==> src/rtl/axi4l_pkg.sv <==
// axi4l_pkg: AXI4-Lite response codes and the engine state encodings
// shared by the IPIF master and its bench.
package axi4l_pkg;
    localparam logic [1:0] OKAY   = 2'b00;
    localparam logic [1:0] EXOKAY = 2'b01;
    localparam logic [1:0] SLVERR = 2'b10;
    localparam logic [1:0] DECERR = 2'b11;
    typedef enum logic [1:0] {W_IDLE, W_ADDR, W_RESP} w_state_t;
    typedef enum logic [1:0] {R_IDLE, R_ADDR, R_DATA} r_state_t;
endpackage

==> src/rtl/axi4l_ipif_master.sv <==
// axi4l_ipif_master: turns single-cycle local read/write requests into AXI4-Lite
// transactions; independent write and read engines, one outstanding each.
module axi4l_ipif_master
    import axi4l_pkg::*;
#(
    parameter int C_ADDR_WIDTH = 12,
    parameter int C_DATA_WIDTH = 32
) (
    input  logic                    aclk,
    input  logic                    aresetn,
    input  logic [C_ADDR_WIDTH-3:0] wr_addr,
    input  logic                    wr_req,
    input  logic [3:0]              wr_be,
    input  logic [C_DATA_WIDTH-1:0] wr_data,
    output logic                    wr_ack,
    output logic                    wr_err,
    output logic                    wr_busy,
    input  logic [C_ADDR_WIDTH-3:0] rd_addr,
    input  logic                    rd_req,
    output logic [C_DATA_WIDTH-1:0] rd_data,
    output logic                    rd_ack,
    output logic                    rd_err,
    output logic                    rd_busy,
    output logic [31:0]             m_axi_awaddr,
    output logic [2:0]              m_axi_awprot,
    output logic                    m_axi_awvalid,
    input  logic                    m_axi_awready,
    output logic [C_DATA_WIDTH-1:0] m_axi_wdata,
    output logic [3:0]              m_axi_wstrb,
    output logic                    m_axi_wvalid,
    input  logic                    m_axi_wready,
    input  logic [1:0]              m_axi_bresp,
    input  logic                    m_axi_bvalid,
    output logic                    m_axi_bready,
    output logic [31:0]             m_axi_araddr,
    output logic [2:0]              m_axi_arprot,
    output logic                    m_axi_arvalid,
    input  logic                    m_axi_arready,
    input  logic [C_DATA_WIDTH-1:0] m_axi_rdata,
    input  logic [1:0]              m_axi_rresp,
    input  logic                    m_axi_rvalid,
    output logic                    m_axi_rready
);
    w_state_t                w_state, w_state_n;
    r_state_t                r_state, r_state_n;
    logic [31:0]             awaddr_n, araddr_n;
    logic [C_DATA_WIDTH-1:0] wdata_n, rd_data_n;
    logic [3:0]              wstrb_n;
    logic                    awvalid_n, wvalid_n, bready_n, wr_ack_n, wr_err_n, wr_busy_n;
    logic                    arvalid_n, rready_n, rd_ack_n, rd_err_n, rd_busy_n;
    logic                    unused_resp;

    assign m_axi_awprot = 3'b000;
    assign m_axi_arprot = 3'b000;
    // only bit 1 of a response distinguishes errors from OKAY/EXOKAY
    assign unused_resp  = m_axi_bresp[0] ^ m_axi_rresp[0];

    always_comb begin
        w_state_n = w_state;
        awaddr_n  = m_axi_awaddr;
        wdata_n   = m_axi_wdata;
        wstrb_n   = m_axi_wstrb;
        awvalid_n = m_axi_awvalid;
        wvalid_n  = m_axi_wvalid;
        bready_n  = m_axi_bready;
        wr_ack_n  = 1'b0;
        wr_err_n  = 1'b0;
        case (w_state)
            W_IDLE: if (wr_req && !wr_ack) begin
                awaddr_n  = 32'({wr_addr, 2'b00});
                wdata_n   = wr_data;
                wstrb_n   = wr_be;
                awvalid_n = 1'b1;
                wvalid_n  = 1'b1;
                w_state_n = W_ADDR;
            end
            W_ADDR: begin
                awvalid_n = m_axi_awvalid && !m_axi_awready;
                wvalid_n  = m_axi_wvalid && !m_axi_wready;
                if (!awvalid_n && !wvalid_n) begin
                    bready_n  = 1'b1;
                    w_state_n = W_RESP;
                end
            end
            W_RESP: if (m_axi_bvalid) begin
                bready_n  = 1'b0;
                wr_ack_n  = 1'b1;
                wr_err_n  = m_axi_bresp[1];
                w_state_n = W_IDLE;
            end
            default: w_state_n = W_IDLE;
        endcase
        wr_busy_n = w_state_n != W_IDLE;
    end

    always_ff @(posedge aclk or negedge aresetn) begin
        if (!aresetn) begin
            w_state       <= W_IDLE;
            m_axi_awaddr  <= '0;
            m_axi_wdata   <= '0;
            m_axi_wstrb   <= '0;
            m_axi_awvalid <= 1'b0;
            m_axi_wvalid  <= 1'b0;
            m_axi_bready  <= 1'b0;
            wr_ack        <= 1'b0;
            wr_err        <= 1'b0;
            wr_busy       <= 1'b0;
        end else begin
            w_state       <= w_state_n;
            m_axi_awaddr  <= awaddr_n;
            m_axi_wdata   <= wdata_n;
            m_axi_wstrb   <= wstrb_n;
            m_axi_awvalid <= awvalid_n;
            m_axi_wvalid  <= wvalid_n;
            m_axi_bready  <= bready_n;
            wr_ack        <= wr_ack_n;
            wr_err        <= wr_err_n;
            wr_busy       <= wr_busy_n;
        end
    end

    always_comb begin
        r_state_n = r_state;
        araddr_n  = m_axi_araddr;
        arvalid_n = m_axi_arvalid;
        rready_n  = m_axi_rready;
        rd_data_n = rd_data;
        rd_ack_n  = 1'b0;
        rd_err_n  = 1'b0;
        case (r_state)
            R_IDLE: if (rd_req && !rd_ack) begin
                araddr_n  = 32'({rd_addr, 2'b00});
                arvalid_n = 1'b1;
                r_state_n = R_ADDR;
            end
            R_ADDR: if (m_axi_arready) begin
                arvalid_n = 1'b0;
                rready_n  = 1'b1;
                r_state_n = R_DATA;
            end
            R_DATA: if (m_axi_rvalid) begin
                rready_n  = 1'b0;
                rd_data_n = m_axi_rdata;
                rd_ack_n  = 1'b1;
                rd_err_n  = m_axi_rresp[1];
                r_state_n = R_IDLE;
            end
            default: r_state_n = R_IDLE;
        endcase
        rd_busy_n = r_state_n != R_IDLE;
    end

    always_ff @(posedge aclk or negedge aresetn) begin
        if (!aresetn) begin
            r_state       <= R_IDLE;
            m_axi_araddr  <= '0;
            m_axi_arvalid <= 1'b0;
            m_axi_rready  <= 1'b0;
            rd_data       <= '0;
            rd_ack        <= 1'b0;
            rd_err        <= 1'b0;
            rd_busy       <= 1'b0;
        end else begin
            r_state       <= r_state_n;
            m_axi_araddr  <= araddr_n;
            m_axi_arvalid <= arvalid_n;
            m_axi_rready  <= rready_n;
            rd_data       <= rd_data_n;
            rd_ack        <= rd_ack_n;
            rd_err        <= rd_err_n;
            rd_busy       <= rd_busy_n;
        end
    end
endmodule

==> config.mk <==
export PLATFORM = sky130hd
export DESIGN_NAME = axi4l_ipif_master
export DESIGN_NICKNAME = d
export VERILOG_FILES = /design/src/rtl/axi4l_pkg.sv /design/src/rtl/axi4l_ipif_master.sv
export SDC_FILE = /design/constraint.sdc
export NUM_CORES = 1
export LEC_CHECK = 0
export BUFFER_PORTS_ARGS = -buffer_cell sky130_fd_sc_hd__buf_4
export CORE_MARGIN = 5
export CORE_UTILIZATION = 45
export CTS_CLUSTER_DIAMETER = 100
export DETAILED_ROUTE_END_ITERATION = 6
export GPL_TIMING_DRIVEN = 0
export PLACE_DENSITY = 0.82
export SYNTH_ARGS = -nofsm -noshare
export SYNTH_HDL_FRONTEND = slang
export SYNTH_SLANG_ARGS = --single-unit
==> constraint.sdc <==
create_clock -name aclk -period 4.09 [get_ports aclk]
set_input_delay 0.6135 -clock aclk [delete_from_list [all_inputs] [get_ports aclk]]
set_output_delay 0.6135 -clock aclk [all_outputs]
set_load 0.01 [all_outputs]
==> run_results.csv <==
group,metric,value,unit
logic_synthesis,yosysTopAreaCell,"dfrtp_1",
clock_network,clkSinkCount,103,
sta,hold_slack,0.357,ns
job,max_cap_violations,0,
power,power_per_cell_area,709,nW/µm²
critical_path,required,4.32,ns
hold_path,holdCritPathClass,"in2async",
placed_design,port_buffers,197,
cells_and_area,drive_above_1_share,0.650,
critical_path,rr_worst_depth,3,
clock_network,clk_pin_slew,0.09,ns
critical_path,crit_path_start,"w_state[0]",
critical_path,start_kind,"flip-flop",
critical_path,arrival,1.87,ns
route,dr.pass1.iters,3,
critical_path,critPathKind,"reg2reg",
floorplan,ios,250,
placed_design,hpwl,8.00,mm
route,initialDrtViolationCount,85,
sta,setup-tns-final,0,ns
critical_path,r2r_setup_slack,2.45,ns
cells_and_area,num-fill-cells,673,
floorplan,die_height,107,µm
sta,relSlewSlack,0.386,
clock_network,htree_levels,3,
sta,worst_slew_pin_slew,0.922,ns
route,wl_per_cell,14.9,µm
clock_network,cts_max_path_buffers,2,
cells_and_area,nNetsFinal,647,
floorplan,row_count,35,
global_routing,grt_pass1_wl,15.6,mm
global_routing,grt-ovfl-total,0,
critical_path,path_cells,"nor4b_4, buf_6, mux2_2",
route,antenna_left,0,
logic_synthesis,seq_area_frac_synth,0.607,
route,route.vias.total,2959,
global_routing,grt_max_degree,104,
critical_path,r2r_start,"w_state[0]",
sta,setup_violations,0,
clock_network,cts_setup_buffers,0,
route,viasPerCell,4.37,
logic_synthesis,syn_area,4250,µm²
route,wl,10.1,mm
logic_synthesis,synth.distinct_cells,25,
floorplan,start_util,0.460,
global_routing,grt_pass1_vias,3178,
logic_synthesis,ys_ff_latch,103,
power,ir_drop,0.000363,V
placed_design,post-place-ws,2.27,ns
logic_synthesis,yosysTopAreaCellShare,0.607,
sta,finClkSkew,0.00811,ns
critical_path,reg2reg_to,"m_axi_wdata[4]",
floorplan,die_w,107,µm
critical_path,end_kind,"flip-flop",
critical_path,cp_slowest_stage_delay,0.50,ns
floorplan,dieArea,11500,µm²
critical_path,cp_max_fo,10,
placed_design,gp_congestion,0.670,
critical_path,worstSetupEndpoint,"m_axi_wdata[4]",
sta,worst_slack,2.45,ns
sta,hold_viol_final,0,
sta,slew_viol_final,0,
clock_network,cts_root_buf,"clkbuf_8",
clock_network,cts_made_buffers,9,
sta,min_period_over_period,0.401,
global_routing,antenna_found_initial,0,
logic_synthesis,synth.area.top_cells,"dfrtp_1 61%, mux2_2 22%, buf_4 8.8%",
clock_network,cts-resized-gates,0,
clock_network,holdBufCountCts,0,
power,leakage,0.00322,µW
cells_and_area,multiInputGateArea,1380,µm²
cells_and_area,ff_latch_area,2580,µm²
cells_and_area,antenna_cells,0,
cells_and_area,area_delta_synth_final,47.4,%
logic_synthesis,avgSynthCellArea,14.7,µm²
logic_synthesis,syn_inst,289,
sta,grt_setup_unrepaired,"no",
floorplan,coreArea,9240,µm²
outcome,outcome,"complete, no violations",
route,post-route-drc-count,0,
logic_synthesis,ys_warn_count,0,
clock_network,clock_latency,0.35,ns
critical_path,cp_slowest_cell,"nor4b_4",
clock_network,cts_tree,"done",
global_routing,grt.total_usage,0.171,
sta,fin_crit,1.64,ns
sta,max_freq,0.609,GHz
layer usage:
metal	global-route usage	vias to the layer above	wire length, µm
li1	-	1398	-
met1	0.187	1406	3510
met2	0.313	143	5380
met3	0.0644	12	1060
met4	0.0384	0	113
met5	0	-	0
report_power, final:
group,leakage (µW),switching (µW),total (µW),internal (µW)
registers,0.00122,275,1800,1520
clock network,0.0000944,314,622,308
logic,0.00190,825,2020,1200
total,0.00322,1410,4440,3030
through the flow:
stage	cell area, µm²	utilization	total power (µW)	instances
after detailed placement	6070	0.657	3880	664
after CTS	6260	0.677	4500	677
final	6260	0.678	4440	677
after floorplan	4430	-	2810	338
after global placement	6070	0.657	3780	664
after global routing	6260	0.678	4730	677
cell type report:
cell class,count,area share
multi-input cells,169,0.220
flip-flops and latches,103,0.412
repair buffers,197,0.237
clock buffers,12,0.0248
clock inverters,1,0.00480
plain buffers,59,0.0721
inverters,7,0.00420
well taps,129,0.0258
worst min-delay path by stage:
stage / start / endpoint / slack, ns / cells after the start
after floorplan: aresetn / m_axi_araddr[10] / 0.32 / 0
after global placement: m_axi_wdata[22] / m_axi_wdata[22] / 0.47 / 1
after detailed placement: m_axi_wdata[20] / m_axi_wdata[20] / 0.48 / 1
after CTS: wr_data[23] / m_axi_wdata[23] / 0.46 / 2
after global routing: aresetn / m_axi_awaddr[10] / 0.44 / 1
final: aresetn / m_axi_awaddr[10] / 0.36 / 1
cells in the mapped netlist:
library cell  number
dfrtp_1          103
mux2_2            84
buf_4             50
inv_1              7
o21ai_0            7
buf_6              5
buf_2              4
mux2_1             4
nand2_1            4
a21oi_1            3
and2_1             2
nand3b_1           2
or2_2              2
a21o_1             1
conb_1             1
nand2b_1           1
nand3_1            1
nor2_1             1
nor2b_1            1
nor3_1             1
nor4b_2            1
nor4b_4            1
o22ai_1            1
o31ai_1            1
or3_1              1
cells by family (layout without fill, tap and decap cells):
group | count (synthesis) | in the layout | share of synthesized area
buffers and inverters | 66 | 276 | 0.113
AND/OR/NAND/NOR | 18 | 18 | 0.0297
other | 1 | 50 | 0.000883
multiplexers | 88 | 88 | 0.233
flip-flops | 103 | 103 | 0.607
AO/OA/AOI/OAI | 13 | 13 | 0.0168
worst max-delay path, delay by kind of cell (launching register included):
family        cells  cell delay, ns
flops             1            0.46
mux               1            0.34
buf+inv           1            0.23
simple gates      1            0.50
registers in the layout, summed over array words and instances, names as in the netlist, 2 cells and up:
signal / cells
r_state: 2
m_axi_awaddr: 10
rd_data: 32
m_axi_araddr: 10
m_axi_wstrb: 4
m_axi_wdata: 32
w_state: 2
layout by cell type, fill, tap and decap left out, types with 2 or more instances in the layout:
cell      count
buf_4       246
dfrtp_1     103
mux2_2       84
conb_1       50
clkbuf_8     11
inv_1         7
o21ai_0       7
buf_6         6
nand2_1       4
buf_2         4
mux2_1        4
a21oi_1       3
nand3b_1      2
and2_1        2
or2_2         2
(Power assumes the default switching activity.)
